## src/rtl/alu_ex_stage.sv

```systemverilog
// alu_ex_stage: execute stage ALU plus EX/MEM pipeline register with stall,
// flush and optional overflow trap that squashes downstream side effects.
`default_nettype none

module alu_ex_stage #(
  parameter int DATA_W = 32,
  parameter int REG_AW = 5
) (
  input  logic              clk,
  input  logic              rst_n,
  input  logic              in_valid,
  input  logic [3:0]        alu_ctrl,
  input  logic [DATA_W-1:0] src_a,
  input  logic [DATA_W-1:0] src_b,
  input  logic [DATA_W-1:0] store_data_in,
  input  logic [REG_AW-1:0] rd_in,
  input  logic              reg_write_in,
  input  logic              mem_read_in,
  input  logic              mem_write_in,
  input  logic              trap_en,
  input  logic              stall,
  input  logic              flush,
  output logic              out_valid,
  output logic [DATA_W-1:0] alu_result,
  output logic              zero,
  output logic [DATA_W-1:0] store_data_out,
  output logic [REG_AW-1:0] rd_out,
  output logic              reg_write_out,
  output logic              mem_read_out,
  output logic              mem_write_out,
  output logic              ovf_exc
);

  localparam logic [3:0] C_AND = 4'b0000;
  localparam logic [3:0] C_OR  = 4'b0001;
  localparam logic [3:0] C_ADD = 4'b0010;
  localparam logic [3:0] C_SUB = 4'b0110;
  localparam logic [3:0] C_SLT = 4'b0111;
  localparam logic [3:0] C_NOR = 4'b1100;
  localparam int         MSB   = DATA_W - 1;

  logic [DATA_W-1:0] w_sum;
  logic [DATA_W-1:0] w_diff;
  logic [DATA_W-1:0] w_result;
  logic              w_ovf;
  logic              w_trap;
  logic              w_slt;

  logic              r_valid;
  logic [DATA_W-1:0] r_result;
  logic              r_zero;
  logic [DATA_W-1:0] r_store;
  logic [REG_AW-1:0] r_rd;
  logic              r_reg_write;
  logic              r_mem_read;
  logic              r_mem_write;
  logic              r_ovf_exc;

  assign w_sum  = src_a + src_b;
  assign w_diff = src_a - src_b;
  // Signed compare rather than the difference sign bit so SLT survives overflow.
  assign w_slt  = $signed(src_a) < $signed(src_b);

  always_comb begin
    w_result = '0;
    w_ovf    = 1'b0;
    case (alu_ctrl)
      C_AND: w_result = src_a & src_b;
      C_OR:  w_result = src_a | src_b;
      C_ADD: begin
        w_result = w_sum;
        w_ovf    = (src_a[MSB] == src_b[MSB]) && (w_sum[MSB] != src_a[MSB]);
      end
      C_SUB: begin
        w_result = w_diff;
        w_ovf    = (src_a[MSB] != src_b[MSB]) && (w_diff[MSB] != src_a[MSB]);
      end
      C_SLT: w_result = {{(DATA_W-1){1'b0}}, w_slt};
      C_NOR: w_result = ~(src_a | src_b);
      default: ;
    endcase
  end

  assign w_trap = in_valid & trap_en & w_ovf;

  always_ff @(posedge clk or negedge rst_n) begin
    if (!rst_n) begin
      r_valid     <= 1'b0;
      r_result    <= '0;
      r_zero      <= 1'b1;
      r_store     <= '0;
      r_rd        <= '0;
      r_reg_write <= 1'b0;
      r_mem_read  <= 1'b0;
      r_mem_write <= 1'b0;
      r_ovf_exc   <= 1'b0;
    end else if (flush) begin
      r_valid     <= 1'b0;
      r_result    <= '0;
      r_zero      <= 1'b1;
      r_store     <= '0;
      r_rd        <= '0;
      r_reg_write <= 1'b0;
      r_mem_read  <= 1'b0;
      r_mem_write <= 1'b0;
      r_ovf_exc   <= 1'b0;
    end else if (!stall) begin
      // A trapped instruction stays valid but loses all architectural effects.
      r_valid     <= in_valid;
      r_result    <= w_result;
      r_zero      <= (w_result == '0);
      r_store     <= store_data_in;
      r_rd        <= rd_in;
      r_reg_write <= in_valid & ~w_trap & reg_write_in;
      r_mem_read  <= in_valid & ~w_trap & mem_read_in;
      r_mem_write <= in_valid & ~w_trap & mem_write_in;
      r_ovf_exc   <= w_trap;
    end
  end

  assign out_valid      = r_valid;
  assign alu_result     = r_result;
  assign zero           = r_zero;
  assign store_data_out = r_store;
  assign rd_out         = r_rd;
  assign reg_write_out  = r_reg_write;
  assign mem_read_out   = r_mem_read;
  assign mem_write_out  = r_mem_write;
  assign ovf_exc        = r_ovf_exc;

endmodule

`default_nettype wire

```

## config.mk

```make
export PLATFORM = sky130hd
export DESIGN_NAME = alu_ex_stage
export DESIGN_NICKNAME = d
export VERILOG_FILES = /design/src/rtl/alu_ex_stage.sv
export SDC_FILE = /design/constraint.sdc
export NUM_CORES = 1
export LEC_CHECK = 0
export BUFFER_PORTS_ARGS = -buffer_cell sky130_fd_sc_hd__buf_2
export CORE_MARGIN = 10
export CORE_UTILIZATION = 51
export CTS_CLUSTER_DIAMETER = 30
export DETAILED_ROUTE_END_ITERATION = 16
export GPL_ROUTABILITY_DRIVEN = 0
export HOLD_SLACK_MARGIN = 0.05
export PLACE_DENSITY = 0.79
export REMOVE_ABC_BUFFERS = 1
export SETUP_SLACK_MARGIN = 0.1
export SLEW_MARGIN = 5
export SYNTH_ARGS = -nofsm -noshare
export SYNTH_HDL_FRONTEND = slang
export SYNTH_SLANG_ARGS = --single-unit
```

## constraint.sdc

```tcl
create_clock -name clk -period 0.8 [get_ports clk]
set_clock_uncertainty 0.05 [all_clocks]
set_input_delay 0.16 -clock clk [delete_from_list [all_inputs] [get_ports clk]]
set_output_delay 0.16 -clock clk [all_outputs]
set_load 0.02 [all_outputs]
```

==> qor.csv, run 1 <==
stage,metric,value,unit
synth,synth_flop_cell,sky130_fd_sc_hd__dfrtp_1,
global_routing,grt_max_degree,41,
synth,synth.top_cells.by_count,"144 x sky130_fd_sc_hd__nor2_1, 108 x sky130_fd_sc_hd__ha_1, 102 x sky130_fd_sc_hd__a21oi_1, 93 x sky130_fd_sc_hd__inv_1, 83 x sky130_fd_sc_hd__nand2_1",
synth,ys.warnings.count,0,
global_routing,grt_pass1_vias,15959,
global_routing,global_route_wire_length_before_repair,101000,um
clock_network,h_tree_levels,3,
synth,synth_seq_cells,75,
place,detailed_place_hpwl,29200,um
synth,synthesis.area,8730,um^2
global_routing,grt.total_usage,0.595,
clock_network,num_cts_buffers,9,
floorplanning,start_util,0.523,
floorplanning,row_count,47,
status,error_line,[ERROR GRT-0116] Global routing finished with congestion. Check the congestion regions in the DRC Viewer.,
clock_network,clkSinkCount,75,
status,lastStage,5_1_grt,
clock_network,max-clock-path-buffers,2,
synth,number_of_flops_mapped_to_enable_cells_by_yosys,0,
place,placement.io_buffers,188,
synth,synthTopCellsByArea,"sky130_fd_sc_hd__dfrtp_1 21%, sky130_fd_sc_hd__ha_1 15%, sky130_fd_sc_hd__nor2_1 6.2%, sky130_fd_sc_hd__a21oi_1 5.8%, sky130_fd_sc_hd__mux2i_1 5.3%",
floorplanning,i_o_pin_count,189,
clock_network,cts-root-buf,sky130_fd_sc_hd__clkbuf_16,
floorplanning,chipWidth,151,um
synth,synthArstFlopShare,1.00,
synth,synth_area_per_cell,7.70,um^2
floorplanning,chipHeight,151,um
synth,seq_area_frac_synth,0.215,
synth,yosysTopAreaCell,sky130_fd_sc_hd__dfrtp_1,
synth,post_synth_num_cell_types,88,
synth,post-synth-top-count-cell,sky130_fd_sc_hd__nor2_1,
synth,syn_inst,1134,
global_routing,grt_remaining_overflow,48,
status,status,stopped before the end,
synth,synth_top_cell_area_share,0.212,
stage by stage:
| stage | worst slack, ns | instances | hold WS [ns] | cell area, um^2 |
|---|---|---|---|---|
| 3_5_place_dp | -2.78 | 1847 | -0.0480 | 12500 |
| 2_1_floorplan | -2.72 | 1065 | -0.186 | 8420 |
| 4_1_cts | -2.19 | 1922 | 0.00732 | 14800 |
| 3_3_place_gp | -2.65 | 1847 | -0.0480 | 12500 |
kinds of logic after synthesis:
| family | Yosys count | synth area share |
|---|---|---|
| multiplexers | 48 | 0.0566 |
| AO/OA/AOI/OAI | 375 | 0.300 |
| flip-flops | 75 | 0.215 |
| AND/OR/NAND/NOR | 348 | 0.184 |
| buffers and inverters | 173 | 0.0798 |
| XOR/XNOR | 5 | 0.00502 |
| adder cells (fa/ha/maj) | 110 | 0.159 |
per-layer routing:
layer | overflow | GRT usage
met4 | 27 | 0.563
met2 | 20 | 0.764
met5 | 0 | 0.159
met1 | 1 | 0.586
met3 | 0 | 0.458
repair_timing:
action | 4_1_cts
hold buffers | 1
hold endpoints to repair | 104
gates resized for setup | 351
setup endpoints to repair | 150
pin swaps | 62
gates cloned | 3
setup buffers | 59
==> run 2, diff against run 1 <==
--- a/config.mk
+++ b/config.mk
@@ -7,14 +7,11 @@
 export LEC_CHECK = 0
 export BUFFER_PORTS_ARGS = -buffer_cell sky130_fd_sc_hd__buf_2
 export CORE_MARGIN = 10
-export CORE_UTILIZATION = 51
-export CTS_CLUSTER_DIAMETER = 30
+export CORE_UTILIZATION = 40
 export DETAILED_ROUTE_END_ITERATION = 16
 export GPL_ROUTABILITY_DRIVEN = 0
-export HOLD_SLACK_MARGIN = 0.05
-export PLACE_DENSITY = 0.79
+export PLACE_DENSITY_LB_ADDON = 0.15
 export REMOVE_ABC_BUFFERS = 1
-export SETUP_SLACK_MARGIN = 0.1
 export SLEW_MARGIN = 5
 export SYNTH_ARGS = -nofsm -noshare
 export SYNTH_HDL_FRONTEND = slang
==> constraint.sdc (replaced) <==
create_clock -name clk -period 1.04 [get_ports clk]
set_clock_uncertainty 0.05 [all_clocks]
set_input_delay 0.208 -clock clk [delete_from_list [all_inputs] [get_ports clk]]
set_output_delay 0.208 -clock clk [all_outputs]
set_load 0.02 [all_outputs]
==> run 2 against run 1 <==
  * The flow now finishes, with violations (negative setup slack)
  * Synthesized cell count unchanged
  * Synthesized area unchanged
==> qor.csv, run 2 <==
stage,metric,value,unit,change
synth,post_synth_num_cell_types,88,,unchanged
power_and_ir_drop,cellPowerDensity,930,nW/um^2,
critical_path,critical_path.most_common_cell,sky130_fd_sc_hd__or4_4,,
routing,pre_antenna_drt_iters,6,,
floorplanning,die-area,28100,um^2,
min_path,timing.hold.worst.class,in -> reg,,
routing,detail_route.drc_violations,0,,
routing,antenna_left,0,,
global_routing,grt.total_usage,0.261,,
cells_and_area,mostFrequentLayoutCells,"427 x sky130_fd_sc_hd__buf_4, 131 x sky130_fd_sc_hd__buf_6, 129 x sky130_fd_sc_hd__nor2_1, 94 x sky130_fd_sc_hd__buf_2, 86 x sky130_fd_sc_hd__ha_1",,
sta,final_max_slew_viol_count,0,,
clock_network,max-clock-path-buffers,2,,unchanged
sta,post-route-period-util,2.96,,
synth,synthesis.area,8730,um^2,unchanged
synth,synth_flop_cell,sky130_fd_sc_hd__dfrtp_1,,unchanged
clock_network,clock_tree_from_tritoncts,built,,
status,violations_in_the_final_reports,negative setup slack,,
routing,num_vias,11805,,
clock_network,cts-root-buf,sky130_fd_sc_hd__clkbuf_16,,unchanged
sta,minimum_setup_slack_in_the_final_design,-2.04,ns,
global_routing,grt_pass1_vias,11623,,
place,dpl_worst_slack,-2.66,ns,was -2.78 ns
critical_path,worstSetupStartpointType,primary input,,
synth,number_of_flops_mapped_to_enable_cells_by_yosys,0,,unchanged
critical_path,worstPathRequired,1.26,ns,
synth,synth.top_cells.by_count,"144 x sky130_fd_sc_hd__nor2_1, 108 x sky130_fd_sc_hd__ha_1, 102 x sky130_fd_sc_hd__a21oi_1, 93 x sky130_fd_sc_hd__inv_1, 83 x sky130_fd_sc_hd__nand2_1",,unchanged
sta,hold_viol_final,0,,
global_routing,initial_antenna_violation_count,1,,
cells_and_area,final_net_count,1973,,
critical_path,max_stage_delay,0.48,ns,
floorplanning,i_o_pin_count,189,,unchanged
critical_path,timing.critical_path.cells,"buf_8, inv_6, ha_4, fa_2, o21ba_4, or4_4, a211oi_4, o31ai_4, a31oi_4, or4_4, nand3_4, or3_4, nor4_4, nand4_1, o21ai_1",,
critical_path,reg2reg_depth,4,,
critical_path,worst-path-buf-inv,2,,
min_path,min_from,mem_read_in,,
critical_path,path_class,in -> reg,,
cells_and_area,final_area,16100,um^2,
synth,seq_area_frac_synth,0.215,,unchanged
status,status,"complete, but fails checks",,was stopped before the end
floorplanning,chipHeight,168,um,was 151 um
critical_path,r2r_setup_slack,-0.05,ns,
clock_network,num_cts_buffers,9,,unchanged
critical_path,cp_top_family,simple AND/OR/NAND/NOR gates,,
synth,synth_top_cell_area_share,0.212,,unchanged
synth,synth_seq_cells,75,,unchanged
sta,fmaxAchievable,0.325,GHz,
job,drv.max_cap_violation_count,0,,
place,placed_cell_area,12700,um^2,was 12500 um^2
floorplanning,placeableCoreArea,21200,um^2,
synth,synthTopCellsByArea,"sky130_fd_sc_hd__dfrtp_1 21%, sky130_fd_sc_hd__ha_1 15%, sky130_fd_sc_hd__nor2_1 6.2%, sky130_fd_sc_hd__a21oi_1 5.8%, sky130_fd_sc_hd__mux2i_1 5.3%",,unchanged
power_and_ir_drop,peakVddDrop,1.01,mV,
floorplanning,chipWidth,168,um,was 151 um
synth,yosysTopAreaCell,sky130_fd_sc_hd__dfrtp_1,,unchanged
synth,synth_area_per_cell,7.70,um^2,unchanged
global_routing,global_route_wire_length_before_repair,60600,um,
global_routing,grt_max_degree,72,,
critical_path,crit_arrival,3.29,ns,
clock_network,clkSinkCount,75,,unchanged
routing,drt-initial-drc-count,1206,,
clock_network,h_tree_levels,3,,unchanged
power_and_ir_drop,leakagePower,0.00782,uW,
clock_network,clk_pin_slew,0.06,ns,
synth,ys.warnings.count,0,,unchanged
cells_and_area,fillCellCount,1413,,
place,placement.io_buffers,188,,unchanged
min_path,hold_path_depth,3,,
min_path,timing.hold.worst_endpoint,mem_read_out,,
sta,relSlewSlack,0.440,,
global_routing,grt_remaining_overflow,0,,
floorplanning,start_util,0.411,,was 0.523
critical_path,r2r-start,alu_result[10],,
sta,period_needed,3.08,ns,
critical_path,critPathCaptureType,flip-flop,,
cells_and_area,most_common_library_cell_in_the_layout_ignoring_fill_and_taps,sky130_fd_sc_hd__buf_4,,
routing,route.detailed.vias_per_inst,5.82,,
cells_and_area,drive_gt1_frac,0.532,,
critical_path,critical-path-slowest-cell,sky130_fd_sc_hd__or4_4,,
cells_and_area,synthToLayoutAreaGrowth,84.9,%,
sta,setup_viol,115,,
critical_path,critical_path.reg2reg.endpoint,alu_result[10],,
sta,grt_setup_unrepaired,yes,,
routing,finalWirelength,43100,um,
synth,syn_inst,1134,,unchanged
synth,post-synth-top-count-cell,sky130_fd_sc_hd__nor2_1,,unchanged
synth,synthArstFlopShare,1.00,,unchanged
clock_network,clk-insertion-delay-late,0.34,ns,
sta,max_slew.worst_pin.slew,0.831,ns,
floorplanning,row_count,53,,was 47
routing,route.detailed.wl_per_inst,21.2,um,
power_and_ir_drop,power,15000,uW,
critical_path,critical_path.max_fanout,4,,
place,detailed_place_hpwl,28800,um,was 29200 um
[run 2: cell counts after synthesis]
No cell type changed its count.
[run 2: per-stage QoR]
stage,setup TNS (ns),utilization,instances,hold WS [ns]
2_1_floorplan,-72.10,-,1065,-0.138
3_3_place_gp,-98.10,0.598,1911,0.151
3_5_place_dp,-99.05,0.598,1911,0.152
4_1_cts,-61.56,0.710,1977,0.0562
5_1_grt,-68.67,0.761,2030,0.0653
6_report,-64.78,0.761,2030,0.0588
[run 2: kinds of logic (layout without fill, tap and decap cells)]
logic type	Yosys count	in the layout	share of synthesized area
multiplexers	48	48	0.0566
other	0	1	0
buffers and inverters	173	793	0.0798
flip-flops	75	75	0.215
AO/OA/AOI/OAI	375	375	0.300
XOR/XNOR	5	5	0.00502
adder cells (fa/ha/maj)	110	110	0.159
AND/OR/NAND/NOR	348	348	0.184
[run 2: worst max-delay path by stage]
stage | from | slack [ns] | cells past startpoint | endpoint
2_1_floorplan | alu_ctrl[0] | -2.53 | 10 | zero
3_3_place_gp | src_a[6] | -2.68 | 16 | zero
3_5_place_dp | src_b[6] | -2.66 | 15 | mem_read_out
4_1_cts | src_a[0] | -2.02 | 16 | zero
5_1_grt | src_b[6] | -2.16 | 19 | zero
6_report | src_a[0] | -2.04 | 15 | zero
[run 2: layout make-up]
type / count / area [um^2] / share of cell area
Timing Repair Buffer: 673 / 5540 / 0.343
Clock inverter: 5 / 108 / 0.00667
Clock buffer: 11 / 253 / 0.0157
Tap cell: 275 / 344 / 0.0213
Antenna cell: 1 / 2.50 / 0.000155
Multi-Input combinational cell: 886 / 7590 / 0.471
Sequential cell: 75 / 1880 / 0.116
Inverter: 104 / 418 / 0.0259
[run 2: repair_timing]
item | 4_1_cts | 5_1_grt
buffers inserted | 57 | 59
resized for setup | 399 | 136
hold buffers | 1 | 0
endpoints found under the setup margin | 142 | 140
cloned | 0 | 2
pin swaps | 92 | 106
endpoints found under the hold margin | 74 | 0
[run 2: worst register-to-register path, cell delays in order (launching register included)]
cell,delay [ns]
sky130_fd_sc_hd__dfrtp_1,0.39
sky130_fd_sc_hd__buf_4,0.13
sky130_fd_sc_hd__buf_4,0.13
sky130_fd_sc_hd__a21oi_2,0.20
sky130_fd_sc_hd__nor2_1,0.08
[run 2: routing by layer]
| metal | vias to the layer above | track usage | wire length (um) |
|---|---|---|---|
| met5 | - | 0 | 0 |
| met4 | 0 | 0.100 | 2370 |
| met3 | 200 | 0.0482 | 3410 |
| met2 | 652 | 0.474 | 21700 |
| met1 | 5618 | 0.294 | 15700 |
| li1 | 5335 | - | - |
[run 2: report_power, final]
| part | internal, uW | switching [uW] | total [uW] |
|---|---|---|---|
| clock | 2490 | 1350 | 3840 |
| combinational | 3900 | 4040 | 7940 |
| sequential | 3090 | 142 | 3230 |
| total | 9480 | 5530 | 15000 |
(Power assumes the default switching activity.)
==> run 3, diff against run 2 <==
--- a/config.mk
+++ b/config.mk
@@ -8,6 +8,7 @@
 export BUFFER_PORTS_ARGS = -buffer_cell sky130_fd_sc_hd__buf_2
 export CORE_MARGIN = 10
 export CORE_UTILIZATION = 40
+export CTS_CLUSTER_DIAMETER = 100
 export DETAILED_ROUTE_END_ITERATION = 16
 export GPL_ROUTABILITY_DRIVEN = 0
 export PLACE_DENSITY_LB_ADDON = 0.15
==> constraint.sdc (replaced) <==
create_clock -name clk -period 1.04 [get_ports clk]
set_clock_uncertainty 0.05 [all_clocks]
set_input_delay 0.104 -clock clk [delete_from_list [all_inputs] [get_ports clk]]
set_output_delay 0.104 -clock clk [all_outputs]
set_load 0.02 [all_outputs]
==> run 3 against run 2 <==
  * The flow still finishes with violations (negative setup slack)
  * Largest power group unchanged
  * Combinational power rose by 0.6%
  * Final cell count rose by 1.3%
  * Total power fell by 3.3%
  * Fmax rose by 1.5%
==> qor.csv, run 3 (synthesis results as in run 2) <==
stage,metric,value,unit,change
global_routing,global_route_wire_length_before_repair,62300,um,was 60600 um
routing,route.detailed.vias_per_inst,5.93,,was 5.82
cells_and_area,most_common_library_cell_in_the_layout_ignoring_fill_and_taps,sky130_fd_sc_hd__buf_4,,unchanged
floorplanning,chipWidth,168,um,unchanged
cells_and_area,final_area,16300,um^2,was 16100 um^2
clock_network,clock_tree_from_tritoncts,built,,unchanged
critical_path,reg2reg_depth,4,,unchanged
sta,setup_viol,57,,was 115
floorplanning,i_o_pin_count,189,,unchanged
global_routing,grt_pass1_vias,11874,,was 11623
cells_and_area,drive_gt1_frac,0.514,,was 0.532
clock_network,max-clock-path-buffers,2,,unchanged
min_path,timing.hold.worst.class,in -> reg,,unchanged
status,violations_in_the_final_reports,negative setup slack,,unchanged
min_path,min_from,store_data_in[15],,was mem_read_in
sta,fmaxAchievable,0.330,GHz,was 0.325 GHz
critical_path,worstSetupStartpointType,primary input,,unchanged
sta,final_max_slew_viol_count,0,,unchanged
min_path,timing.hold.worst_endpoint,store_data_out[15],,was mem_read_out
job,drv.max_cap_violation_count,0,,unchanged
routing,route.detailed.wl_per_inst,21.8,um,was 21.2 um
global_routing,grt_remaining_overflow,0,,unchanged
clock_network,clk_pin_slew,0.06,ns,about the same
clock_network,h_tree_levels,3,,unchanged
place,placement.io_buffers,188,,unchanged
place,placed_cell_area,12700,um^2,about the same
routing,antenna_left,0,,unchanged
sta,period_needed,3.03,ns,was 3.08 ns
floorplanning,placeableCoreArea,21200,um^2,unchanged
cells_and_area,finalCoreUtilization,0.769,,was 0.761
status,status,"complete, but fails checks",,unchanged
power_and_ir_drop,cellPowerDensity,889,nW/um^2,was 930 nW/um^2
sta,post-route-period-util,2.91,,was 2.96
routing,finalWirelength,44900,um,was 43100 um
sta,relSlewSlack,0.505,,was 0.440
cells_and_area,synthToLayoutAreaGrowth,87.0,%,was 84.9%
clock_network,clkSinkCount,75,,unchanged
place,detailed_place_hpwl,28700,um,was 28800 um
global_routing,grt_max_degree,72,,unchanged
critical_path,critical_path.max_fanout,3,,was 4
routing,pre_antenna_drt_iters,9,,was 6
critical_path,worstPathRequired,1.26,ns,about the same
min_path,hold_path_depth,3,,unchanged
floorplanning,row_count,53,,unchanged
floorplanning,start_util,0.411,,unchanged
routing,num_vias,12188,,was 11805
sta,hold_viol_final,0,,unchanged
sta,minimum_setup_slack_in_the_final_design,-1.99,ns,was -2.04 ns
sta,grt_setup_unrepaired,yes,,unchanged
floorplanning,die-area,28100,um^2,unchanged
critical_path,critical_path.reg2reg.endpoint,alu_result[23],,was alu_result[10]
routing,drt-initial-drc-count,1219,,was 1206
sta,max_slew.worst_pin.slew,0.735,ns,was 0.831 ns
power_and_ir_drop,peakVddDrop,0.849,mV,was 1.01 mV
clock_network,num_cts_buffers,9,,unchanged
clock_network,cts-root-buf,sky130_fd_sc_hd__clkbuf_16,,unchanged
clock_network,clk-insertion-delay-late,0.33,ns,was 0.34 ns
routing,detail_route.drc_violations,0,,unchanged
critical_path,r2r_setup_slack,0.05,ns,was -0.05 ns
critical_path,r2r-start,alu_result[23],,was alu_result[10]
global_routing,initial_antenna_violation_count,5,,was 1
power_and_ir_drop,leakagePower,0.00787,uW,was 0.00782 uW
floorplanning,chipHeight,168,um,unchanged
critical_path,path_class,in -> reg,,unchanged
critical_path,crit_arrival,3.25,ns,was 3.29 ns
cells_and_area,mostFrequentLayoutCells,"420 x sky130_fd_sc_hd__buf_4, 132 x sky130_fd_sc_hd__nor2_1, 131 x sky130_fd_sc_hd__buf_6, 86 x sky130_fd_sc_hd__ha_1, 85 x sky130_fd_sc_hd__buf_2",,"was 427 x sky130_fd_sc_hd__buf_4, 131 x sky130_fd_sc_hd__buf_6, 129 x sky130_fd_sc_hd__nor2_1, 94 x sky130_fd_sc_hd__buf_2, 86 x sky130_fd_sc_hd__ha_1"
critical_path,critPathCaptureType,flip-flop,,unchanged
global_routing,grt.total_usage,0.266,,was 0.261
cells_and_area,final_net_count,1996,,was 1973
## run 3: where the power goes
part | switching, uW | internal (uW)
sequential | 148 | 3090
combinational | 4070 | 3910
clock | 1290 | 2000
total | 5520 | 9000
## run 3: timing repair
action / in CTS / in global routing
setup endpoints to repair: 106 / 111
pin swaps: 79 / 122
gates resized for setup: 320 / 237
hold buffers: 42 / 0
setup buffers: 35 / 73
endpoints found under the hold margin: 116 / 0
## run 3: final cells by class
class,instances,area [um^2]
fillers,1371,4900
inverters,104,435
well taps,275,344
flip-flops and latches,75,1880
clock inverters,5,61.3
repair buffers,696,5800
diodes,4,10.0
clock buffers,11,253
multi-input cells,886,7550
## run 3: how the worst max path moves through the flow
stage           startpoint           end  depth (start not counted)
2_1_floorplan  alu_ctrl[0]          zero                         10
6_report          src_a[0]          zero                         15
3_3_place_gp      src_a[6]  mem_read_out                         15
3_5_place_dp      src_b[6]  mem_read_out                         15
5_1_grt           src_a[0]          zero                         15
4_1_cts           src_a[0]          zero                         16
## run 3: layer usage
layer	vias to the layer above	wire [um]	global-route usage
met5	-	11	0
met2	781	22000	0.466
met3	269	3710	0.0456
met4	2	3090	0.138
li1	5384	-	-
met1	5752	16100	0.305
## run 3: critical path, cell delays in order
cell,delay [ns]
sky130_fd_sc_hd__buf_8,0.08
sky130_fd_sc_hd__inv_4,0.04
sky130_fd_sc_hd__ha_4,0.16
sky130_fd_sc_hd__fa_2,0.36
sky130_fd_sc_hd__o21ba_4,0.21
sky130_fd_sc_hd__or4_4,0.52
sky130_fd_sc_hd__buf_4,0.17
sky130_fd_sc_hd__nand2_2,0.08
sky130_fd_sc_hd__a21boi_1,0.09
sky130_fd_sc_hd__a221o_1,0.33
sky130_fd_sc_hd__a21oi_2,0.26
sky130_fd_sc_hd__nand4_1,0.26
sky130_fd_sc_hd__nor4_4,0.34
sky130_fd_sc_hd__nand4_1,0.11
sky130_fd_sc_hd__o21ai_1,0.13
## run 3: per-stage QoR
step / hold slack (ns) / TNS [ns] / setup slack (ns) / total power, uW / std cells
3_3_place_gp: -0.0741 / -91.53 / -2.54 / 8840 / 1910
2_1_floorplan: -0.242 / -68.25 / -2.42 / 5840 / 1065
4_1_cts: 0.00459 / -50.51 / -1.87 / 13300 / 1999
3_5_place_dp: -0.0733 / -93.11 / -2.55 / 8900 / 1910
5_1_grt: 0.00662 / -58.03 / -2.09 / 15100 / 2056
6_report: 0.00176 / -54.69 / -1.99 / 14500 / 2056
